**src/rtl/serial_add_pkg.sv**
```systemverilog
// Shared definitions for the bit-serial adder controller.
//   state_t       : FSM state encoding (IDLE, RUN, DONE)
//   DEFAULT_WIDTH : default operand/result width
package serial_add_pkg;

   localparam int unsigned DEFAULT_WIDTH = 8;

   typedef enum logic [1:0] {
      IDLE = 2'd0,
      RUN  = 2'd1,
      DONE = 2'd2
   } state_t;

endpackage

```
**src/rtl/serial_add_fa_bit.sv**
```systemverilog
// fa_bit: one-bit full adder built from two half-adder stages and an OR.
// Purely combinational; the carry register lives in the caller.
//   a, b   : operand bits
//   ci     : carry in
//   s_c    : sum bit
//   co_c   : carry out
module fa_bit (
   input  logic a,
   input  logic b,
   input  logic ci,
   output logic s_c,
   output logic co_c
);

   logic p_c;
   logic g1_c;
   logic g2_c;

   // First half adder: propagate and generate from the operand bits
   assign p_c  = a ^ b;
   assign g1_c = a & b;

   // Second half adder: fold in the carry
   assign s_c  = p_c ^ ci;
   assign g2_c = p_c & ci;

   assign co_c = g1_c | g2_c;

endmodule

```
**src/rtl/serial_add_ctrl.sv**
```systemverilog
// serial_add_ctrl: bit-serial adder controller. Operands are latched on an
// accepted start and fed LSB-first through a single fa_bit, one bit per cycle.
// Optional macro SERIAL_ADD_SUB_EN enables subtraction (a - b) via sub.
//   clk, rst : clock, synchronous active-high reset
//   start    : request an operation (accepted in IDLE or DONE)
//   a, b     : operands, sampled on an accepted start
//   sub      : subtract select (only honoured with SERIAL_ADD_SUB_EN)
//   busy     : bits being processed
//   done     : one-cycle pulse when sum/cout are updated
//   sum      : registered result, held until the next completion
//   cout     : registered carry-out (no-borrow when subtracting)
module serial_add_ctrl
   import serial_add_pkg::*;
#(
   parameter int unsigned WIDTH = DEFAULT_WIDTH
) (
   input  logic             clk,
   input  logic             rst,
   input  logic             start,
   input  logic [WIDTH-1:0] a,
   input  logic [WIDTH-1:0] b,
   input  logic             sub,
   output logic             busy,
   output logic             done,
   output logic [WIDTH-1:0] sum,
   output logic             cout
);

   localparam int unsigned CNT_W = (WIDTH > 1) ? $clog2(WIDTH) : 1;
   localparam logic [CNT_W-1:0] CNT_LAST = CNT_W'(WIDTH - 1);

   state_t             state;
   state_t             state_next;
   logic               accept_c;
   logic               last_c;
   logic               sub_sel_c;
   logic [WIDTH-1:0]   a_sr;
   logic [WIDTH-1:0]   b_sr;
   logic [WIDTH-1:0]   res_sr;
   logic               carry;
   logic [CNT_W-1:0]   cnt;
   logic               s_c;
   logic               c_next_c;

   // Subtraction support is compiled in only when requested
`ifdef SERIAL_ADD_SUB_EN
   assign sub_sel_c = sub;
`else
   logic unused_sub_c;
   assign unused_sub_c = sub;
   assign sub_sel_c    = 1'b0;
`endif

   // The single time-shared one-bit adder cell
   fa_bit u_fa (
      .a    (a_sr[0]),
      .b    (b_sr[0]),
      .ci   (carry),
      .s_c  (s_c),
      .co_c (c_next_c)
   );

   assign last_c = (cnt == CNT_LAST);

   // Next-state logic
   always_comb begin
      state_next = state;
      accept_c   = 1'b0;
      unique case (state)
         IDLE: begin
            if (start) begin
               state_next = RUN;
               accept_c   = 1'b1;
            end
         end
         RUN: begin
            if (last_c) state_next = DONE;
         end
         DONE: begin
            if (start) begin
               state_next = RUN;
               accept_c   = 1'b1;
            end else begin
               state_next = IDLE;
            end
         end
         default: state_next = IDLE;
      endcase
   end

   // State, status outputs and datapath registers
   always_ff @(posedge clk) begin
      if (rst) begin
         state  <= IDLE;
         busy   <= 1'b0;
         done   <= 1'b0;
         sum    <= '0;
         cout   <= 1'b0;
         carry  <= 1'b0;
         cnt    <= '0;
         a_sr   <= '0;
         b_sr   <= '0;
         res_sr <= '0;
      end else begin
         state <= state_next;
         busy  <= (state_next == RUN);
         done  <= (state_next == DONE);
         if (accept_c) begin
            a_sr  <= a;
            // Two's-complement subtract: invert b and inject a carry-in of 1
            b_sr  <= sub_sel_c ? ~b : b;
            carry <= sub_sel_c;
            cnt   <= '0;
         end else if (state == RUN) begin
            a_sr   <= a_sr >> 1;
            b_sr   <= b_sr >> 1;
            carry  <= c_next_c;
            cnt    <= cnt + CNT_W'(1);
            res_sr <= {s_c, res_sr[WIDTH-1:1]};
            if (last_c) begin
               sum  <= {s_c, res_sr[WIDTH-1:1]};
               cout <= c_next_c;
            end
         end
      end
   end

endmodule
```
**config.mk**
```make
export PLATFORM = sky130hd
export DESIGN_NAME = serial_add_ctrl
export DESIGN_NICKNAME = d
export VERILOG_FILES = /design/src/rtl/serial_add_pkg.sv /design/src/rtl/serial_add_fa_bit.sv /design/src/rtl/serial_add_ctrl.sv
export SDC_FILE = /design/constraint.sdc
export NUM_CORES = 1
export LEC_CHECK = 0
export ABC_AREA = 1
export CORE_UTILIZATION = 56
export CTS_CLUSTER_SIZE = 40
export DETAILED_ROUTE_END_ITERATION = 8
export GPL_TIMING_DRIVEN = 0
export PLACE_DENSITY = 0.84
export SYNTH_ARGS = -nofsm -noshare
export SYNTH_HDL_FRONTEND = slang
export SYNTH_SLANG_ARGS = --single-unit
```
**constraint.sdc**
```tcl
create_clock -name clk -period 3.5 [get_ports clk]
set_input_delay 0.35 -clock clk [delete_from_list [all_inputs] [get_ports clk]]
set_output_delay 0.35 -clock clk [all_outputs]
set_load 0.01 [all_outputs]
```
# Word level (Yosys, flattened, before mapping)
# Index checks and enable logic that the tools add are counted.
[totals]
output_inout_bits = 11
ff_bits = 41
[op_classes]
reduce_logical = 6
n_eq_ne = 5
addsub = 1
n_mux = 10
bitwise_logic = 6
[ops]
columns = ["op", "n"]
rows = [
  ["8-bit 2-to-1 mux", 4],
  ["2-bit one-hot mux with 3 select lines", 1],
  ["2-bit by 1-bit equality test with 1-bit output (second input constant)", 2],
  ["2-bit equality test (second input constant)", 2],
  ["2-bit 2-to-1 mux", 2],
  ["2-bit OR reduction", 2],
  ["3-bit by 1-bit adder with 3-bit output (second input constant)", 1],
  ["3-bit equality test (second input constant)", 1],
  ["1-bit 2-to-1 mux", 3],
  ["3-bit AND reduction", 1],
  ["1-bit bitwise AND", 2],
  ["2-bit zero test", 1],
  ["2-bit AND reduction", 1],
  ["2-bit nonzero test", 1],
  ["1-bit XOR", 2],
  ["1-bit NOT", 1],
  ["1-bit bitwise OR", 1],
]

# Logic depth before layout (Yosys ltp)
[logic_depth]
depth_word = 5
mapped_depth = 7
depth_no_buf = 6

# By module
# Synthesis repeated with hierarchy kept, for this count alone.
[unflattened]
hier_cells = 222
area_unflattened_um2 = 1804.2
[by_module_without_submodules]
columns = ["module", "cells_per_inst", "instances", "area_each_um2", "seq_area_each_um2"]
rows = [
  ["serial_add_ctrl", 221, 1, 1784.2, 800.8],
  ["fa_bit", 1, 1, 20.0, 0.0],
]

# Worst setup path after synthesis
# No wires, ideal clock.
[synth_path]
kind = "reg2reg"
from = "reg cnt[0]"
to = "reg sum[0]"
period_less_slack_ns = 1.255
stages_incl_launch_ff = 7
slack_ns = 2.245
setup_ns = 0.138
t_arrival_ns = 1.117
n_path_buf = 1
cell_sequence = "dfxtp_1 -> ha_1 -> ha_1 -> clkbuf_1 -> nand2_2 -> nand2_1 -> a21oi_1"
[synth_via]
elab_chain_cells = 2
[synth_rtl]
columns = ["element", "line_no", "text"]
rows = [
  ["from (decl)", "serial_add_ctrl.sv:41", "logic [CNT_W-1:0] cnt;"],
  ["from (signal assigned)", "serial_add_ctrl.sv:118", "cnt <= cnt + CNT_W'(1);"],
  ["3-bit equality test", "serial_add_ctrl.sv:63", "assign last_c = (cnt == CNT_LAST);"],
  ["3-bit AND reduction (no source line)", "n/a", ""],
  ["to (signal assigned)", "serial_add_ctrl.sv:121", "sum <= {s_c, res_sr[WIDTH-1:1]};"],
  ["to (decl)", "serial_add_ctrl.sv:25", "output logic [WIDTH-1:0] sum,"],
]
# No other way between the ends.
# A chain may end at the register's enable or synchronous reset.

# Worst setup path after layout
[layout_path]
from = "reg sum[7]"
to = "out sum[7]"
# No word-level cell between the ends.

==> key figures <==
Outcome
  • Status: finished, final reports clean

Timing
  • Fin. Hold Viols: 0
  • Fmax: 0.627 GHz
  • Slew Limit Fails: 0
  • Final setup fails: 0
  • Final period util: 45.5%
  • Slew @ Worst Pin: 0.590 ns
  • Final TNS setup: 0 ns
  • Max Clock Skew: 0.00833 ns
  • Rel. slew slack: 60.7%
  • RSZ-0062 raised after global routing: no
  • Period minus WS final: 1.59 ns

Finish
  • Most frequent cells in the layout: 46 x nand3_1, 40 x dfxtp_1, 38 x nand2_1
  • Post-route cell area: 2200 sq um
  • Antenna Cells: 0
  • Area grow syn2layout: 21.9%
  • FILL cells: 256
  • Nets: 281
  • Layout cells sized above 1: 15.5%
  • Commonest non-fill, non-tap cell in the layout: nand3_1

Setup path
  • Worst r2r src: cnt[0]
  • Startpoint Class: flop
  • Crit path largest cell delay: 0.54 ns
  • Worst-path maximum fanout: 2
  • Bufs and invs on worst path: 1
  • Critical Path AT: 1.24 ns
  • Crit end category: output pin
  • CP Data Required Time: 3.15 ns
  • CP Cell Sequence: clkdlybuf4s50_1
  • Worst reg2reg path endpoint: sum[6]
  • Worst path slowest cell: clkdlybuf4s50_1
  • R2R Setup Slk: 1.96 ns
  • Delay-heaviest family, CP: buffers and inverters
  • CP Class: flop to output pin
  • R2R depth: 6

Yosys
  • Mapped Nets: 245
  • Yosys top cell by area: dfxtp_1
  • Share of the synthesized area in the top cell type: 44.4%
  • Synthesized instance count: 222
  • Total number of yosys warnings: 0
  • Mapped cell area: 1800 sq um
  • Sequential area share after synthesis: 44.4%
  • FF+latch count, synth: 40
  • Synthesized area per cell: 8.12 sq um
  • Netlist cell types: 24
  • Synth top area cells: dfxtp_1 44%, nand3_1 13%, nand2_1 7.9%

Placed design
  • DP HPWL: 2.54 mm
  • PortBufs: 29
  • DP Area: 2150 sq um
  • Routability cong.: 0.784

Drt
  • Initial DRT Pass Iterations: 4
  • Vias/cell: 5.17
  • Routed WL: 3.57 mm
  • Post-route DRC: 0
  • Per-cell routed wire length: 11.8 microns
  • Via Count: 1561
  • 1st-iter DRT viols: 72
  • DRT antenna net count: 0

Die
  • Initial cell density of the core: 59.1%
  • Die ar.: 3450 sq um
  • IO Pins: 31
  • FP Rows: 20
  • Die height: 58.7 microns
  • Core area: 3050 sq um
  • Die W: 58.7 microns

Global routing
  • Grt total ovfl: 0
  • GRT Total Usage: 23.3%
  • First-pass GRT wire length: 6.12 mm
  • Antenna violations before repair: 0
  • Largest net degree at the start of global routing: 13
  • Vias in the first global route: 1421

Min path
  • Hold Crit Endpoint: sum[2]
  • Hold_sp: sum[2]
  • Hold path depth: 2
  • HP Class: flop to flop

Run
  • Maxcap violations: 0

Clock network
  • Worst-Skew Late Latency: 0.35 ns
  • CTS tree: built
  • Num CTS Buffers: 5
  • CTS hold repair buffers: 0
  • Clock sink count: 40
  • # Post-CTS Setup Buffers: 0
  • CTS root buffer: clkbuf_4
  • CTS Buffer Depth: 2
  • Htree depth: 2
  • Clock slew at reported path FFs: 0.11 ns
  • CTS resizes: 0

Power and ir drop
  • Maximum vdd drop: 0.000246 V
  • Power Density: 389 nW/um^2
  • P_leak: 0.893 nW
-- worst min-delay path, stage by stage (launching register included) --
cell and delay [ns]:
dfxtp_1 0.33, nand2_1 0.06, a21oi_1 0.05
-- metal layers --
metal | GRT usage [%] | share of wire [%] | vias up
met3 | 4.40 | 4.7 | 6
met2 | 38.5 | 46 | 36
met5 | 0 | 0 | -
met1 | 30.1 | 47 | 719
met4 | 9.18 | 1.4 | 0
li1 | - | - | 800
-- synth_stat cells, drive strengths merged --
master and n:
ha 2, fa 1, inv 20, buf 10, nor2 16, a21oi 26
clkbuf 4, dfxtp 40, xor2 1, nand3 54, nand2 41, o21ai 7
-- cell type report --
type	count	area [sq um]	area share, %
sequential	40	801	36.4
timing repair buffer	29	290	13.2
clock inverter	2	12.5	0.569
tap	44	55.1	2.50
clock buffer	5	37.5	1.71
inverter	20	82.6	3.76
multi-input combinational	148	811	36.9
buffer	14	109	4.95
-- through the flow --
stage,power [W],cells,util (%),hold WS (ns),setup WS [ns]
after global placement,0.000638,295,70.4,0.450,1.84
after floorplan,0.000596,222,-,0.419,2.24
after detailed placement,0.000642,295,70.4,0.453,1.86
after global routing,0.000896,302,72.0,0.492,1.81
final,0.000856,302,72.0,0.467,1.91
after CTS,0.000860,302,72.0,0.467,1.90
-- report_power, final --
part	internal (W)	switching (W)
combinational	0.0000643	0.0000755
clock	0.0000732	0.000150
sequential	0.000478	0.0000147
total	0.000616	0.000240
-- sequential cells by signal (all words and copies together), names as in the netlist --
| register | cells |
|---|---|
| carry | 1 |
| busy | 1 |
| sum | 8 |
| res_sr | 7 |
| a_sr | 8 |
| cout | 1 |
| done | 1 |
| b_sr | 8 |
| state | 2 |
| cnt | 3 |
-- cells by family after synthesis --
| logic type | count (synthesis) | share of synthesized area [%] |
|---|---|---|
| simple gates | 111 | 31.2 |
| flops | 40 | 44.4 |
| buf+inv | 34 | 10.6 |
| compound gates | 33 | 10.8 |
| fa+ha+maj | 3 | 2.50 |
| xor+xnor | 1 | 0.486 |
-- worst max-delay path by stage --
stage                 from   endpoint  slack (ns)  cells past startpoint
global placement       rst  res_sr[4]        1.84                      5
floorplan           cnt[0]     sum[0]        2.24                      6
global route        cnt[0]     sum[6]        1.81                      6
finish              sum[7]     sum[7]        1.91                      1
CTS                 sum[1]     sum[1]        1.90                      1
detailed placement     rst  res_sr[4]        1.86                      5
No activity file was read; power rests on OpenSTA's default activity.
